`src/rtl/ntru_pkg.sv`:
```
// Shared definitions for the NTRU e-drain block: width helpers, default sizing and FSM encoding.
package ntru_pkg;

  localparam int N_DEF  = 541;
  localparam int Q_DEF  = 2048;
  localparam int M_DEF  = 1;
  localparam int TW_DEF = 16;

  // Smallest r with 2**r >= value (0 for value <= 1).
  function automatic int clog2(input int value);
    int r;
    r = 0;
    for (int i = 0; i < 31; i++) begin
      if ((1 << i) < value) r = i + 1;
    end
    return r;
  endfunction

  function automatic int word_count(input int n, input int m);
    return (n + m - 1) / m;
  endfunction

  localparam int QW    = clog2(Q_DEF - 1);
  localparam int WORDS = word_count(N_DEF, M_DEF);

  typedef enum logic [1:0] {
    ST_IDLE = 2'd0,
    ST_RUN  = 2'd1,
    ST_DONE = 2'd2
  } state_e;

endpackage

```
`src/rtl/ntru_word_fifo.sv`:
```
// Two-entry word FIFO between the e RAM read port and the lane unpacker.
// A push into a full FIFO is accepted only when a pop happens in the same cycle.
module ntru_word_fifo #(
  parameter int W = 11
) (
  input  logic         clk,
  input  logic         rst,
  input  logic         flush_i,
  input  logic         push_i,
  input  logic [W-1:0] data_i,
  input  logic         pop_i,
  output logic [W-1:0] head_o,
  output logic [1:0]   count_o
);

  logic [W-1:0] mem_q [2];
  logic         rd_q;
  logic         wr_q;
  logic [1:0]   count_q;
  logic         push_ok;
  logic         pop_ok;
  logic [1:0]   count_d;

  assign pop_ok  = pop_i && (count_q != 2'd0);
  assign push_ok = push_i && ((count_q != 2'd2) || pop_ok);
  assign count_d = count_q + {1'b0, push_ok} - {1'b0, pop_ok};

  always_ff @(posedge clk or negedge rst) begin
    if (!rst) begin
      mem_q[0] <= '0;
      mem_q[1] <= '0;
      rd_q     <= 1'b0;
      wr_q     <= 1'b0;
      count_q  <= 2'd0;
    end else if (flush_i) begin
      rd_q    <= 1'b0;
      wr_q    <= 1'b0;
      count_q <= 2'd0;
    end else begin
      if (push_ok) begin
        mem_q[wr_q] <= data_i;
        wr_q        <= ~wr_q;
      end
      if (pop_ok) rd_q <= ~rd_q;
      count_q <= count_d;
    end
  end

  assign head_o  = mem_q[rd_q];
  assign count_o = count_q;

endmodule

```
`src/rtl/ntru_e_stream_out.sv`:
```
// Drains the NTRU accumulator RAM e onto an AXI4-Stream master, one coefficient per beat.
// Optional clear-on-read of e is enabled by defining NTRU_E_CLEAR_ON_READ_EN.
module ntru_e_stream_out
  import ntru_pkg::*;
#(
  parameter int N  = N_DEF,
  parameter int Q  = Q_DEF,
  parameter int M  = M_DEF,
  parameter int TW = TW_DEF,
  localparam int QB     = clog2(Q - 1),
  localparam int NWORDS = word_count(N, M),
  localparam int AW     = (clog2(NWORDS) > 0) ? clog2(NWORDS) : 1,
  localparam int EW     = M * QB
) (
  input  logic          clk,
  input  logic          rst,
  input  logic          start_rd,
  output logic          e_en,
  output logic [AW-1:0] e_addr,
  input  logic [EW-1:0] e_rdata,
  output logic          e_we,
  output logic [EW-1:0] e_wdata,
  output logic [TW-1:0] m_axis_tdata,
  output logic          m_axis_tvalid,
  input  logic          m_axis_tready,
  output logic          m_axis_tlast,
  output logic          busy,
  output logic          done
);

  localparam int WAW = (clog2(NWORDS + 1) > 0) ? clog2(NWORDS + 1) : 1;
  localparam int CW  = (clog2(N) > 0) ? clog2(N) : 1;
  localparam int LW  = (clog2(M) > 0) ? clog2(M) : 1;

  state_e         st_q;
  logic [WAW-1:0] wa_q;
  logic [CW-1:0]  c_q;
  logic [LW-1:0]  ln_q;
  logic           inflight_q;
  logic           done_q;

  logic [EW-1:0]  fifo_head;
  logic [1:0]     fifo_count;
  logic           fifo_pop;
  logic           hs;
  logic           last_beat;
  logic           can_read;
  logic           read_ok;
  logic [2:0]     occ;
  logic [QB-1:0]  lane;

  assign m_axis_tvalid = (st_q == ST_RUN) && (fifo_count != 2'd0);
  assign hs            = m_axis_tvalid && m_axis_tready;
  assign last_beat     = (c_q == CW'(N - 1));
  assign fifo_pop      = hs && ((ln_q == LW'(M - 1)) || last_beat);

  // Counting the word leaving this cycle lets the read stream keep up at one word per cycle.
  assign occ      = {1'b0, fifo_count} + {2'b00, inflight_q} - {2'b00, fifo_pop};
  assign can_read = (st_q == ST_RUN) || ((st_q == ST_IDLE) && start_rd);
  assign read_ok  = can_read && (occ < 3'd2) && (wa_q < WAW'(NWORDS));

  ntru_word_fifo #(
    .W (EW)
  ) u_fifo (
    .clk     (clk),
    .rst     (rst),
    .flush_i (st_q == ST_DONE),
    .push_i  (inflight_q),
    .data_i  (e_rdata),
    .pop_i   (fifo_pop),
    .head_o  (fifo_head),
    .count_o (fifo_count)
  );

`ifdef NTRU_E_CLEAR_ON_READ_EN
  logic          clr_pend_q;
  logic [AW-1:0] rd_addr_q;
  logic [AW-1:0] clr_addr_q;

  // The RAM is single-port, so the zeroing write takes the port and blocks a read that cycle.
  assign e_en    = read_ok && !clr_pend_q;
  assign e_we    = clr_pend_q;
  assign e_addr  = clr_pend_q ? clr_addr_q : wa_q[AW-1:0];
  assign e_wdata = '0;

  always_ff @(posedge clk or negedge rst) begin
    if (!rst) begin
      clr_pend_q <= 1'b0;
      rd_addr_q  <= '0;
      clr_addr_q <= '0;
    end else begin
      clr_pend_q <= inflight_q;
      if (e_en) rd_addr_q <= wa_q[AW-1:0];
      if (inflight_q) clr_addr_q <= rd_addr_q;
    end
  end
`else
  assign e_en    = read_ok;
  assign e_we    = 1'b0;
  assign e_addr  = wa_q[AW-1:0];
  assign e_wdata = '0;
`endif

  always_comb begin
    lane = '0;
    for (int l = 0; l < M; l++) begin
      if (ln_q == LW'(l)) lane = fifo_head[l*QB +: QB];
    end
  end

  assign m_axis_tdata = TW'(lane);
  assign m_axis_tlast = m_axis_tvalid && last_beat;
  assign busy         = (st_q != ST_IDLE);
  assign done         = done_q;

  // Control FSM plus word, lane and coefficient counters; all cleared when the final beat is taken.
  always_ff @(posedge clk or negedge rst) begin
    if (!rst) begin
      st_q       <= ST_IDLE;
      wa_q       <= '0;
      c_q        <= '0;
      ln_q       <= '0;
      inflight_q <= 1'b0;
      done_q     <= 1'b0;
    end else begin
      inflight_q <= e_en;
      done_q     <= 1'b0;
      if (e_en) wa_q <= wa_q + WAW'(1);
      if (hs) begin
        c_q  <= c_q + CW'(1);
        ln_q <= fifo_pop ? '0 : ln_q + LW'(1);
      end
      case (st_q)
        ST_IDLE: if (start_rd) st_q <= ST_RUN;
        ST_RUN: begin
          if (hs && last_beat) begin
            st_q   <= ST_DONE;
            done_q <= 1'b1;
            wa_q   <= '0;
            c_q    <= '0;
            ln_q   <= '0;
          end
        end
        ST_DONE: st_q <= ST_IDLE;
        default: st_q <= ST_IDLE;
      endcase
    end
  end

endmodule
```
`config.mk`:
```
export PLATFORM = sky130hd
export DESIGN_NAME = ntru_e_stream_out
export DESIGN_NICKNAME = d
export VERILOG_FILES = /design/src/rtl/ntru_pkg.sv /design/src/rtl/ntru_word_fifo.sv /design/src/rtl/ntru_e_stream_out.sv
export SDC_FILE = /design/constraint.sdc
export NUM_CORES = 1
export LEC_CHECK = 0
export CAP_MARGIN = 5
export CORE_MARGIN = 1
export CORE_UTILIZATION = 45
export CTS_BUF_LIST = sky130_fd_sc_hd__clkbuf_4 sky130_fd_sc_hd__clkbuf_8
export DETAILED_ROUTE_END_ITERATION = 10
export MAX_ROUTING_LAYER = met4
export PLACE_DENSITY = 0.8
export SLEW_MARGIN = 0
export SYNTH_ARGS = -nofsm -noshare
export SYNTH_HDL_FRONTEND = slang
export SYNTH_SLANG_ARGS = --single-unit
```
`constraint.sdc`:
```
create_clock -name clk -period 4.19 [get_ports clk]
set_input_delay 1.0475 -clock clk [delete_from_list [all_inputs] [get_ports clk]]
set_output_delay 1.0475 -clock clk [all_outputs]
set_load 0.03 [all_outputs]
```
==> flow_summary_export.csv, run 1 <==
group,metric,value,unit
global_route,grt_first_pass_wirelength,9240,um
worst_setup_path,cp.required,3.14,ns
cells_and_area,syn2layout_area_growth,22.1,%
cells_and_area,antenna_cells,0,
worst_setup_path,worstSetupEndpointType,"output port",
placement,place_ws,-0.153,ns
timing,worst_slew_pin_slew,0.746,ns
drt,ant_nets,0,
cells_and_area,fin_cells,385,
global_route,grt_max_degree,35,
timing,relSlewSlack,0.503,
cells_and_area,multiInputGateArea,0.00138,mm2
clock_network,clock_latency,0.31,ns
clock_network,clockBufferDepth,2,
run,cap_violations,0,
logic_synthesis,synthFlopType,"dfrtp_1",
drt,viasPerCell,5.23,
logic_synthesis,synth_area_per_cell,10.7,um2
cells_and_area,drive_above_1_share,0.184,
placement,gp_congestion,0.799,
worst_setup_path,crit_path_start_kind,"register",
timing,worst_hold_slack,0.500,ns
worst_setup_path,crit_family,"adder cells",
global_route,grt_pass1_vias,1926,
worst_setup_path,crit_type,"reg -> out",
drt,drcViolationCount,0,
timing,finClkSkew,0.00468,ns
drt,wire_per_inst,14.5,um
worst_setup_path,critPathBufInv,2,
clock_network,cts_root_buf,"clkbuf_8",
global_route,grt_use_total,0.192,
logic_synthesis,synthTopCellsByArea,"dfrtp_1, mux2_4, buf_4",
drt,wirelength,5600,um
timing,setup_viol,0,
timing,period_minus_slack,4.00,ns
power,p_leak,1.55,nW
worst_setup_path,critical-path-slowest-cell,"fa_2",
placement,place_hpwl,3830,um
worst_setup_path,crit_fanout,5,
worst_setup_path,critPathMaxStageDelay,0.56,ns
logic_synthesis,postSynthCellCount,258,
clock_network,htreeDepth,2,
clock_network,cts_tree,"yes",
min_path,hold_path.class,"reg -> reg",
floorplan,dieWidth,80.4,um
cells_and_area,seqCellArea,0.00128,mm2
floorplan,rows,28,
placement,dp_cells,373,
logic_synthesis,yosysWarnings,0,
logic_synthesis,synth_top_area_frac,0.462,
logic_synthesis,synth_common_cells,"dfrtp_1, nor2_1, buf_4, a21oi_1, nand3_1",
drt,vias,2014,
power,power.density,780,mW/mm2
placement,place_area,0.00321,mm2
timing,post-route-period-util,0.954,
timing,layout_setup_ws,0.195,ns
worst_setup_path,cp.arrival,2.95,ns
logic_synthesis,synthArstFlopShare,1.00,
cells_and_area,nFillCells,538,
floorplan,start_util,0.467,
logic_synthesis,syn_area,0.00277,mm2
floorplan,boundaryPins,58,
logic_synthesis,synth_edf_count,0,
placement,portBuffers,40,
clock_network,clock_sinks,51,
cells_and_area,final_nets,332,
floorplan,die_h,80.4,um
clock_network,hold_buffers,0,
logic_synthesis,synth_top_cell_by_area,"dfrtp_1",
logic_synthesis,yosysSeqAreaShare,0.462,
cells_and_area,final_cell_area,0.00338,mm2
logic_synthesis,synth_most_common_cell,"dfrtp_1",
power,ir_drop,0.511,mV
clock_network,numCtsBuffers,5,
drt,first_iter_violations,124,
floorplan,die_area,0.00646,mm2
global_route,antenna_found_initial,0,
timing,grt_setup_unrepaired,"no",
global_route,gr-total-overflow,0,
power,p_total,2.64,mW
worst_setup_path,crit_top_cell,"ha_1",
floorplan,core,0.00592,mm2
drt,firstDrtPassIters,4,
logic_synthesis,ys_ff_latch,51,
clock_network,clk_pin_slew,0.09,ns
timing,hold_viol,0,
logic_synthesis,ys_types,45,
status,status,"finished, final reports clean",
timing,drv_slew,0,
timing,fmax,250,MHz
worst_setup_path,path_cells,"inv_1 -> ha_1 -> nor4b_4 -> nand3_1 -> a21oi_2 -> ha_1 -> nand2b_1 -> fa_2 -> nand3_2 -> nor2_4 -> buf_6",
==> stage by stage <==
step | TNS [ns] | utilization
5_1_grt | 0 | 0.570
4_1_cts | 0 | 0.567
2_1_floorplan | 0 | -
6_report | 0 | 0.570
3_5_place_dp | -0.153 | 0.541
3_3_place_gp | -0.0456 | 0.541
==> power by group <==
part,switching [mW],internal (mW)
Combinational,0.737,0.740
Clock,0.169,0.124
Sequential,0.182,0.685
Total,1.09,1.55
==> kinds of logic (layout without fill, tap and decap cells) <==
family,after synthesis,count (layout),share of synthesized area
compound gates,37,37,0.0855
buf+inv,35,71,0.0765
xor+xnor,9,9,0.0285
flops,51,51,0.462
fa+ha+maj,8,8,0.0389
mux,34,34,0.147
other cells,1,17,0.00136
simple gates,83,83,0.161
==> layer usage <==
metal,up-vias,track usage,part of all wire
met1,969,0.250,0.46
met2,66,0.309,0.48
met4,0,0.0321,0.0073
li1,976,-,-
met3,3,0.0432,0.051
met5,-,-,0
==> registers in the layout, indices dropped and copies added, names as in the netlist <==
| name | flops |
|---|---|
| e_addr | 10 |
| u_fifo.rd_q | 1 |
| ln_q | 1 |
| inflight_q | 1 |
| u_fifo.count_o | 2 |
| u_fifo.wr_q | 1 |
| c_q | 10 |
| done | 1 |
| st_q | 2 |
| u_fifo.mem_q | 22 |
==> final cells by class <==
cell class | count | area share
Multi-Input combinational cell | 188 | 0.410
Timing Repair Buffer | 53 | 0.147
Clock inverter | 2 | 0.00371
Clock buffer | 6 | 0.0226
Inverter | 10 | 0.0111
Sequential cell | 51 | 0.378
Tap cell | 75 | 0.0278
==> final timing paths <==
| path | slack [ns] | to | cells past startpoint | from |
|---|---|---|---|---|
| max in group asynchronous | 2.65 | e_addr[2] | 2 | rst |
| min in group asynchronous | 0.79 | u_fifo.mem_q[13] | 1 | rst |
| worst max-delay path | 0.19 | e_en | 11 | c_q[0] |
| worst min register to register | 0.50 | c_q[4] | 1 | c_q[4] |
| worst max register to register | 0.66 | e_addr[7] | 18 | c_q[0] |
| worst min-delay path | 0.50 | c_q[4] | 1 | c_q[4] |
==> repair_timing <==
action	CTS	global route
pin swaps	3	0
setup endpoints to repair	1	1
setup buffers	4	0
gates resized for setup	8	3
==> cell usage in the layout, fill, tap and decap left out, types with 5 or more instances in the layout <==
cell              n
nand4_1           7
mux2_4           10
or4_1             5
nor2_1           23
o21ai_0           6
o31ai_1           7
buf_4            13
conb_1           17
ha_1              7
dfrtp_1          51
nand2_1           8
nand3_1          11
clkbuf_8          5
mux2_2           12
a21oi_1          13
mux2i_1          12
inv_1            10
xor2_1            5
clkdlybuf4s50_1  37
and3_1            5
==> worst reg2reg max path, stage by stage, from the launching register on <==
cell,delay (ns)
dfrtp_1,0.43
inv_1,0.07
ha_1,0.15
nor4b_4,0.25
nand3_1,0.18
a21oi_2,0.19
ha_1,0.24
nand2b_1,0.17
fa_2,0.36
xnor2_2,0.16
buf_4,0.13
buf_4,0.09
buf_4,0.09
buf_4,0.09
buf_4,0.11
nor4b_1,0.30
buf_4,0.19
nand4_1,0.10
a21oi_1,0.17
(Power assumes the default switching activity.)
==> inputs of run 2 (changes only) <==
--- a/config.mk
+++ b/config.mk
@@ -12,6 +12,7 @@
 export DETAILED_ROUTE_END_ITERATION = 10
 export MAX_ROUTING_LAYER = met4
 export PLACE_DENSITY = 0.8
+export REMOVE_ABC_BUFFERS = 1
 export SLEW_MARGIN = 0
 export SYNTH_ARGS = -nofsm -noshare
 export SYNTH_HDL_FRONTEND = slang
==> flow_summary_export.csv, run 2 (same netlist as run 1, synthesis figures left out) <==
group,metric,value,unit
worst_setup_path,critPathMaxStageDelay,0.43,ns
floorplan,die_area,0.00646,mm2
worst_setup_path,worstSetupEndpointType,"output port",
clock_network,clockBufferDepth,2,
power,power.density,812,mW/mm2
floorplan,start_util,0.467,
global_route,grt_use_total,0.197,
timing,hold_viol,0,
drt,wl_met3,201,um
drt,highest_layer,"met4",
min_path,hp-start,"c_q[4]",
global_route,antenna_found_initial,0,
floorplan,dieWidth,80.4,um
worst_setup_path,crit_path_start_kind,"register",
floorplan,rows,28,
floorplan,die_h,80.4,um
cells_and_area,syn2layout_area_growth,24.4,%
clock_network,clk_pin_slew,0.09,ns
cells_and_area,layout_common_cells,"dfrtp_1, clkdlybuf4s50_1, nor2_1",
drt,wl_met2,2820,um
timing,post-route-period-util,0.969,
placement,dp_cells,376,
global_route,gr-total-overflow,0,
clock_network,hold_buffers,0,
global_route,grt_max_degree,47,
cells_and_area,drive_above_1_share,0.201,
run,cap_violations,0,
clock_network,cts_root_buf,"clkbuf_8",
worst_setup_path,reg2reg_slack,0.19,ns
worst_setup_path,path_cells,"inv_1 -> ha_1 -> nor4b_2 -> nand3_1 -> a21oi_2 -> ha_1 -> nand2b_1 -> fa_2 -> xnor2_2 -> nand3_1 -> nor2_2 -> buf_6",
timing,period_minus_slack,4.06,ns
power,p_leak,1.59,nW
timing,worst_slew_pin_slew,1.02,ns
global_route,grt_pass1_vias,2085,
min_path,whs_endpoint,"c_q[4]",
drt,firstDrtPassIters,4,
drt,ant_nets,0,
drt,wire_per_inst,14.4,um
worst_setup_path,cp.arrival,3.01,ns
drt,viasPerCell,5.34,
worst_setup_path,reg2reg_to,"e_addr[4]",
floorplan,boundaryPins,58,
cells_and_area,max_flop_register,"u_fifo.mem_q",
power,power.share.clock,0.120,
drt,wirelength,5670,um
drt,drt-met1-wl,2570,um
worst_setup_path,reg2reg_depth,19,
min_path,worstHoldPathCells,1,
timing,drv_slew,0,
cells_and_area,antenna_cells,0,
drt,first_iter_violations,105,
placement,gp_congestion,0.789,
cells_and_area,layout_commonest_cell,"dfrtp_1",
power,seq_power_share,0.312,
cells_and_area,largest_reg_flops,22,
timing,fmax,246,MHz
clock_network,clock_sinks,51,
cells_and_area,fin_cells,393,
timing,setup_viol,0,
clock_network,clock_latency,0.30,ns
floorplan,core,0.00592,mm2
timing,worst_hold_slack,0.498,ns
clock_network,cts_tree,"yes",
drt,drcViolationCount,0,
worst_setup_path,crit_type,"reg -> out",
placement,portBuffers,40,
timing,finClkSkew,0.00762,ns
clock_network,htreeDepth,2,
power,intPower,1.69,mW
clock_network,numCtsBuffers,5,
drt,vias,2097,
power,ir_drop,0.425,mV
power,switchingPower,1.11,mW
worst_setup_path,crit_fanout,5,
min_path,hold_path.class,"reg -> reg",
status,status,"finished, final reports clean",
worst_setup_path,crit-reg2reg-launch,"c_q[0]",
global_route,grt_first_pass_wirelength,9530,um
cells_and_area,final_nets,341,
worst_setup_path,cp.required,3.14,ns
placement,place_hpwl,3700,um
worst_setup_path,critical-path-slowest-cell,"dfrtp_1",
timing,relSlewSlack,0.319,
power,power.combinational.fraction,0.568,
power,switching_share,0.397,
run 2: timing repair:
item,4_1_cts,5_1_grt
setup buffers,10,0
endpoints found under the setup margin,1,3
pin swaps,3,0
resized for setup,7,1
run 2: cell type report:
cell class	count	area [um2]
clock buffer	5	68.8
clock inverter	2	37.5
fill	512	2480
inverter	10	37.5
multi-input combinational	188	1370
sequential	51	1280
tap	75	93.8
timing repair buffer	62	561
run 2: power by group through the flow:
stage / Combinational (mW) / Clock (mW) / Sequential [mW]
5_1_grt: 1.70 / 0.361 / 0.900
4_1_cts: 1.56 / 0.345 / 0.866
2_1_floorplan: 0.844 / 0 / 0.884
6_report: 1.59 / 0.335 / 0.871
3_3_place_gp: 1.32 / 0 / 0.863
3_5_place_dp: 1.35 / 0 / 0.870
run 2: worst max path at each step:
stage,from,to,cells past startpoint
detailed placement,m_axis_tready,e_en,10
global route,c_q[0],e_en,12
CTS,c_q[0],e_en,11
finish,c_q[0],e_en,12
floorplan,m_axis_tready,e_en,8
global placement,m_axis_tready,e_en,10
run 2: critical path: cells and delay by family (launching register included):
kind	cells	cell delay, ns
simple gates	5	0.95
buf+inv	2	0.23
flops	1	0.43
fa+ha+maj	3	0.74
compound gates	1	0.18
xor+xnor	1	0.18
run 2: per-layer routing:
layer  vias to the layer above  global-route usage
met5                         -                   -
met4                         0              0.0607
met3                         7              0.0295
met2                        64               0.333
met1                      1026               0.245
li1                       1000                   -
run 2: metrics by stage:
| step | setup TNS [ns] | utilization | area [um2] | total power [mW] | setup WS [ns] |
|---|---|---|---|---|---|
| after floorplan | 0 | - | 2650 | 1.73 | 0.0272 |
| after global placement | -0.0843 | 0.545 | 3230 | 2.19 | -0.0843 |
| after detailed placement | -0.140 | 0.545 | 3230 | 2.22 | -0.140 |
| after CTS | 0 | 0.580 | 3430 | 2.77 | 0.116 |
| after global routing | -0.0154 | 0.581 | 3440 | 2.96 | -0.0154 |
| final | 0 | 0.581 | 3440 | 2.79 | 0.129 |
==> edit, RTL diff (settings of run 1) <==
The package constant `Q_DEF` goes from 2048 to 1024.
--- a/src/rtl/ntru_pkg.sv
+++ b/src/rtl/ntru_pkg.sv
@@ -2,7 +2,7 @@
 package ntru_pkg;
 
   localparam int N_DEF  = 541;
-  localparam int Q_DEF  = 2048;
+  localparam int Q_DEF  = 1024;
   localparam int M_DEF  = 1;
   localparam int TW_DEF = 16;
 
Interface: changed (resized e_rdata and e_wdata); port bits go from 58 to 56. The function was not compared with the original's and may differ.
==> edit against run 1 <==
- register-to-register slack better by 0.15 ns
- sequential cell count is 2 lower
- maximum frequency is 1.1% lower
- power is 6.0% lower
- worst setup slack worse by 0.045 ns
- global-route usage is 1.1 points higher
- utilization is 2.0 points higher
- combinational power is 13% lower
- worst hold slack worse by 0.0018 ns
- design area is 2.6% lower
- wire length is 0.86% lower
- via count is 1.3% higher
- count of clock-buffer cells in the layout is 1 higher
- area after synthesis is 4.2% lower
- critical path type is now in2out
- largest power group unchanged
==> edit: results (changes against run 1) <==
The run gives 2 (unchanged) as the number of buffers on the longest clock path. The number of global-route vias before repair was 2101 (+9.1%); the total number of vias was 2041 (+1.3%). The post-DP HPWL was 3730 microns (-2.5%); the number of cells traversed by the worst register-to-register path was 12 (-6).

Routed wire length: 5550 microns (-0.86%). The worst hold path terminates at c_q[9]. The run gives 0.789 (-1.2%) as the weighted congestion at the end of routability-driven global placement. The launch instance of the worst register-to-register path was c_q[4]. The clock latency at the later pin of the worst-skew pair came out at 0.31 ns (about the same). The post-layout minimum cycle time was 4.04 ns (+0.0454 ns); the met2 layer wire length in the routed design was 2790 microns (+3.2%). The worst-case headroom to the max-slew limit is 0.264 (-0.239), and the count of port buffers added during placement is 38 (-5.0%).

Highest fanout seen on the critical path: 3 (-2). The post-synthesis compound-gate area fraction is 0.0931 (+0.00754). The first element of the critical path is m_axis_tready.

The run gives 9500 microns (+2.8%) as the first-pass GRT wire length. By count the netlist is led by sky130_fd_sc_hd__dfrtp_1, sky130_fd_sc_hd__mux2_2, sky130_fd_sc_hd__buf_4, sky130_fd_sc_hd__nor2_1, sky130_fd_sc_hd__nand3_1. The highest layer used for signal routing is met4. The post-route clock skew is 0.0122 ns (+0.00754 ns). The startpoint identified for the worst hold timing path is c_q[9]. The maximum cell stage delay along the critical path came out at 0.35 ns (-0.21 ns). The run finished with clean final reports. The total met3 wirelength after detailed routing came out at 256 microns (-9.9%). The endpoint identified for the worst register-to-register timing path is e_addr[5]. Number of flip-flops under the largest register name: 20 (-9.1%).

The register area share after synthesis is 0.463 (+0.00138). The xor and xnor fraction of the mapped netlist area works out to 0.0231 (-0.00536). The maximum number of pins on one net before global-route repair is 50 (+43%). TritonCTS buffer count: 5 (unchanged).

The met1 wire length is 2390 microns (-6.8%). The run gives 0.81 ns (+0.15 ns) as the flop-to-flop setup slack. The aggregate global-route resource usage is 0.202 (+0.0107), and the adder and majority gate portion of the synthesized area is 0.0406 (+0.00171). The logs give 0.527 mV (+3.1%) for the maximum ir drop on the vdd rail and 1.47 nW (-5.6%) for the static leakage. By area the synthesized netlist is led by sky130_fd_sc_hd__dfrtp_1, sky130_fd_sc_hd__mux2_2, sky130_fd_sc_hd__mux2i_1. Proportion of synthesized flip-flops having asynchronous set or reset: 1.00 (unchanged).

The share of final-layout standard cells stronger than drive strength 1 was 0.193 (+0.00957). The setup slack after placement is -0.429 ns (-0.276 ns). The run gives 142 (+15%) as the violation count after the first detailed-routing iteration. The number of nets in the final layout was 326 (-1.8%); the mux share of post-synthesis cell area was 0.134 (-0.0125).
==> edit: cell types whose count changed after synthesis, moves of 4 or more <==
cell,before,now
sky130_fd_sc_hd__mux2_2,12,20
sky130_fd_sc_hd__mux2_4,10,0
sky130_fd_sc_hd__xor2_1,5,1
sky130_fd_sc_hd__nor2_1,24,17
sky130_fd_sc_hd__o21ai_0,6,13
==> edit: repair_timing <==
action	4_1_cts	5_1_grt
gates resized for setup	9	2
endpoints found under the setup margin	1	1
buffers inserted	5	4
pin swaps	6	5
==> edit: where the power goes <==
part	leakage, nW	total (mW)	internal, mW	switching (mW)
Combinational	0.810	1.29	0.622	0.664
Clock	0.0619	0.362	0.201	0.160
Sequential	0.594	0.828	0.650	0.178
==> edit: area by class of cell <==
cell class / instances / area (sq um)
inverters: 8 / 30.0
repair buffers: 55 / 499
flip-flops and latches: 49 / 1230
fillers: 478 / 2280
clock buffers: 7 / 90.1
multi-input cells: 185 / 1320
clock inverters: 1 / 30.0
well taps: 72 / 90.1
==> edit: through the flow <==
step	instance area [sq um]	utilization	TNS [ns]	hold WS [ns]	instances
after floorplan	2720	-	0	0.431	266
after global placement	3080	0.552	-0.335	0.459	360
after detailed placement	3080	0.552	-0.461	0.486	360
after CTS	3260	0.585	0	0.499	373
after global routing	3290	0.590	0	0.520	377
final	3290	0.590	0	0.499	377
==> edit: layer usage <==
metal | up-vias | global-route usage
li1 | 971 | -
met5 | - | -
met2 | 76 | 0.343
met3 | 12 | 0.0368
met1 | 982 | 0.236
met4 | 0 | 0.0833
==> edit: critical path, delay by kind of cell <==
kind | cells | cell delay, ns
compound gates | 1 | 0.13
simple gates | 5 | 0.77
xor+xnor | 1 | 0.21
fa+ha+maj | 2 | 0.60
buf+inv | 2 | 0.22
